File: src/rtl/mips_regfile_sb.sv
// ============================================================================
// mips_regfile_sb : parametrised MIPS register file, registered read ports,
//                   write-first bypass and per-register busy scoreboard.
// Revision: 1.0
// ============================================================================
`default_nettype none

module mips_regfile_sb #(
  parameter int DATA_W   = 32,
  parameter int ADDR_W   = 5,
  parameter int NUM_RD   = 2,
  parameter int ZERO_REG = 1
) (
  input  logic                       CLK,
  input  logic                       RESET,
  input  logic [NUM_RD-1:0]          RdEn,
  input  logic [NUM_RD*ADDR_W-1:0]   RdAddr,
  output logic [NUM_RD*DATA_W-1:0]   RdData,
  output logic [NUM_RD-1:0]          RdBusy,
  input  logic                       WrEn,
  input  logic [ADDR_W-1:0]          WrAddr,
  input  logic [DATA_W-1:0]          WrData,
  input  logic                       IssueEn,
  input  logic [ADDR_W-1:0]          IssueAddr,
  output logic                       IssueAccept,
  output logic [2**ADDR_W-1:0]       BusyVec
);

  localparam int DEPTH = 2**ADDR_W;

  logic [DATA_W-1:0]        regs_q [DEPTH];
  logic [DEPTH-1:0]         busy_q, busy_d;
  logic [NUM_RD*DATA_W-1:0] rd_data_q, rd_data_d;
  logic [NUM_RD-1:0]        rd_busy_q, rd_busy_d;
  logic                     w_wr_live;
  logic                     w_iss_set;

  // Writes and issues aimed at a hardwired r0 are swallowed here.
  assign w_wr_live   = WrEn && !((ZERO_REG != 0) && (WrAddr == '0));
  assign IssueAccept = IssueEn && (!busy_q[IssueAddr] || (WrEn && (WrAddr == IssueAddr)));
  assign w_iss_set   = IssueAccept && !((ZERO_REG != 0) && (IssueAddr == '0));

  // Issue is applied after the write-back clear so the new producer wins.
  always_comb begin
    busy_d = busy_q;
    if (w_wr_live) busy_d[WrAddr] = 1'b0;
    if (w_iss_set) busy_d[IssueAddr] = 1'b1;
  end

  always_comb begin
    rd_data_d = rd_data_q;
    rd_busy_d = rd_busy_q;
    for (int k = 0; k < NUM_RD; k++) begin
      if (RdEn[k]) begin
        if ((ZERO_REG != 0) && (RdAddr[k*ADDR_W +: ADDR_W] == '0))
          rd_data_d[k*DATA_W +: DATA_W] = '0;
        else if (WrEn && (WrAddr == RdAddr[k*ADDR_W +: ADDR_W]))
          rd_data_d[k*DATA_W +: DATA_W] = WrData;
        else
          rd_data_d[k*DATA_W +: DATA_W] = regs_q[RdAddr[k*ADDR_W +: ADDR_W]];
        rd_busy_d[k] = busy_d[RdAddr[k*ADDR_W +: ADDR_W]];
      end
    end
  end

  always_ff @(posedge CLK) begin
    if (RESET) begin
      for (int i = 0; i < DEPTH; i++) regs_q[i] <= '0;
      busy_q    <= '0;
      rd_data_q <= '0;
      rd_busy_q <= '0;
    end else begin
      if (w_wr_live) regs_q[WrAddr] <= WrData;
      busy_q    <= busy_d;
      rd_data_q <= rd_data_d;
      rd_busy_q <= rd_busy_d;
    end
  end

  assign RdData  = rd_data_q;
  assign RdBusy  = rd_busy_q;
  assign BusyVec = busy_q;

endmodule

`default_nettype wire

File: config.mk
export PLATFORM = sky130hd
export DESIGN_NAME = mips_regfile_sb
export DESIGN_NICKNAME = d
export VERILOG_FILES = /design/src/rtl/mips_regfile_sb.sv
export SDC_FILE = /design/constraint.sdc
export NUM_CORES = 2
export LEC_CHECK = 0
export BUFFER_PORTS_ARGS = -buffer_cell sky130_fd_sc_hd__buf_2
export CORE_MARGIN = 2
export CORE_UTILIZATION = 45
export CTS_CLUSTER_DIAMETER = 120
export DETAILED_ROUTE_END_ITERATION = 7
export PLACE_DENSITY = 0.65
export SLEW_MARGIN = 20
export SYNTH_ARGS = -nofsm -noshare
export SYNTH_HDL_FRONTEND = slang
export SYNTH_SLANG_ARGS = --single-unit
File: constraint.sdc
create_clock -name CLK -period 4.6 [get_ports CLK]
set_input_delay 0.69 -clock CLK [delete_from_list [all_inputs] [get_ports CLK]]
set_output_delay 0.69 -clock CLK [all_outputs]
set_load 0.1 [all_outputs]
==> summary.md <==
| Metric | Value |
|---|---|
| Status | finished clean |
| Met2 GRT Util | 46.9% |
| Input/output buffers | 156 |
| Die width | 369 um |
| Sequential-to-total area share from yosys stat | 54.6% |
| Layout Utilization | 51.4% |
| # nets final | 4,368 |
| Routed length per instance | 34.0 um |
| Vias per inst | 6.57 |
| Setup TNS | 0 ns |
| Setup WS post-layout | 0.938 ns |
| Min-delay src | RdEn[1] |
| DRC Markers | 0 |
| Num rows | 133 |
| Async S/R FF share, synth | 0% |
| Hold Crit Class | primary input to register |
| HPWL Detailed | between 100,000 and 150,000 um |
| Via count of the first global-routing pass | 39,514 |
| Height of the die | roughly 370 um |
| Mapped Area | 59,900 um^2 |
| Synth warn | 0 |
| Number of max-cap violations | 0 |
| Inserted Clock Buffers | 119 |
| Leakage | 0.0238 uW |
| Finished layout cell area | 67,700 um^2 |
| Tmin final | 3.66 ns |
| Clk pin slew, worst setup/hold paths | 0.07 ns |
| Pin count of the biggest net entering global routing | 79 |
| Core ar. | 132,000 um^2 |
| CP startpoint | BusyVec[7] |
| Synthesized flop and latch total | 1,122 |
| Initial antenna violation count | 31 |
| DIE AREA | 136,000 um^2 |
| Primary FF master, synth | edfxtp_1 |
| Antenna viol nets, final | 0 |
| Cell Pwr Density | 377 nW/um^2 |
| Layout area overhead | 13.0% |
| RSZ-0062 raised after global routing | no |
| Final Cycle Share | 79.6% |
| Post-synth EDFFs | 1,024 |
| Grt total ovfl | 0 |
| Cts repair resizes | 0 |
| Routability cong. | 0.902 |
| Top Usage Layer GRT | met2 |
| # H-tree levels | 3 |
| I/O pins | about 160 |
| Cells after Synth | 4,301 |
| Worst-margin pin slew | 1.23 ns |
| Crit Path Max Fanout | 34 |
| Layout cells sized above 1 | 24.0% |
| Most frequent cells after synthesis | edfxtp_1, and2_1, mux4_2 |
| Crit Path Category | register to register |
| Endpoints failing setup | 0 |
| Crit path DAT | 4.28 ns |
| Synthesized area per cell | 13.9 um^2 |
| CTS tree | done |
| Drt first pass iters | 6 |
| Final Hold Fails | 0 |
| Number of library cell types mapped by synthesis | 67 |
| Most common cell in the synthesized netlist | edfxtp_1 |
| WP data required | 5.22 ns |
| Rel. slew slack | a little under a fifth |
| Setup Slack @ Placement | 0.381 ns |
| Worst R2R Start | BusyVec[7] |
| Root Driver | clkbuf_16 |
| Fmax | 273 MHz |
| Total track usage | 30.6% |
| Critical Path Source Type | register |
| Top cell type's share of synthesized area | 51.3% |
| Global-route wire length before repair | roughly 290,000 um |
| Clk sink count | 1,122 |
| Max Root-Sink Buffers | 3 |
| CTS hold repair buffers | 0 |
| Worst Skew | 0.0524 ns |
| CP Capture Type | register |
| Starting Density | about 45% |
| Met1 Use GR | between 40% and 50% |
| Cell area after placement | 63,700 um^2 |
| Met3 Use GR | 8.15% |
| Post-CTS setup buffer count | 0 |
| Top cells by area, synth | edfxtp_1, mux4_2, and2_1, mux2i_1, dfxtp_1 |
| Peak supply drop | 0.402 mV |
| Post-synth top area cell | edfxtp_1 |
| Total Wirelength | 210,000 um |
| 1st-iter DRT viols | 6,506 |
| Final Max Slew Viols | 0 |
| Clk_lat worst skew | 0.77 ns |
| Via count | 40,635 |
==> report_power, final <==
group          internal, uW  total (uW)  switching, uW
Clock                  5690        9960           4280
Combinational          1280        3550           2270
Sequential            11700       12000            297
Total                 18700       25500           6850
==> cell usage in the layout (no fill, tap or decap), types with 45 or more instances in the layout <==
master	Yosys	routed
a21oi_1	106	106
a221oi_1	124	124
a22oi_1	63	63
and2_1	994	994
buf_12	0	45
buf_2	15	147
buf_4	2	123
clkbuf_16	0	122
dfxtp_1	98	98
edfxtp_1	1024	1024
mux2i_1	291	291
mux4_2	457	457
nand2_1	122	121
nand3_1	49	47
nor2_1	100	68
o211ai_1	68	68
o21ai_0	91	91
==> routing by layer <==
layer | vias up | wire [um]
met5 | - | 172
met1 | 20765 | 78700
li1 | 16523 | -
met2 | 2824 | 96100
met3 | 519 | 25800
met4 | 4 | 9100
==> final timing paths <==
check                                 end  slack [ns]  cells past startpoint
worst max-delay path            RdBusy[1]        0.94                     11
worst min-delay path            RdBusy[1]        0.35                      4
worst max register to register  RdBusy[1]        0.94                     11
worst min register to register  RdData[3]        0.47                      2
==> sequential cells by signal, indices dropped and copies added, names as in the netlist <==
name	count
regs_q	1024
RdData	64
BusyVec	32
RdBusy	2
==> cell families (layout without fill, tap and decap cells) <==
kind of cell / count (synthesis) / count (layout) / synth area share [%]
xor+xnor: 15 / 15 / 0.219
compound gates: 547 / 547 / 6.40
buf+inv: 474 / 551 / 3.01
mux: 756 / 756 / 22.2
flops: 1122 / 1122 / 54.6
other cells: 1 / 51 / 0.00626
simple gates: 1386 / 1386 / 13.5
==> critical path, cell delays in order (launching register included) <==
cell and delay (ns):
dfxtp_1 0.46, mux2i_1 0.11, o32ai_1 0.41, nor4b_4 0.13, a31oi_2 0.54, buf_12 0.27
o311ai_0 0.17, a32oi_1 0.30, o21ai_0 0.11, a2111oi_0 0.71, buf_4 0.22, o21ai_1 0.06
==> cell type report <==
cell class	count	area, um^2
well taps	1755	2200
clock inverters	76	826
fillers	10923	64100
diodes	19	47.5
flip-flops and latches	1122	32700
clock buffers	144	3170
inverters	10	41.3
multi-input cells	2736	26100
repair buffers	321	2640
==> metrics by stage <==
stage	hold WS [ns]	total power (uW)	instances
after CTS	0.316	25500	6164
final	0.354	25500	6183
after global routing	0.364	26100	6171
after detailed placement	0.459	15700	5944
after floorplan	0.860	14400	4332
after global placement	0.457	15600	5944
(Power assumes the default switching activity.)
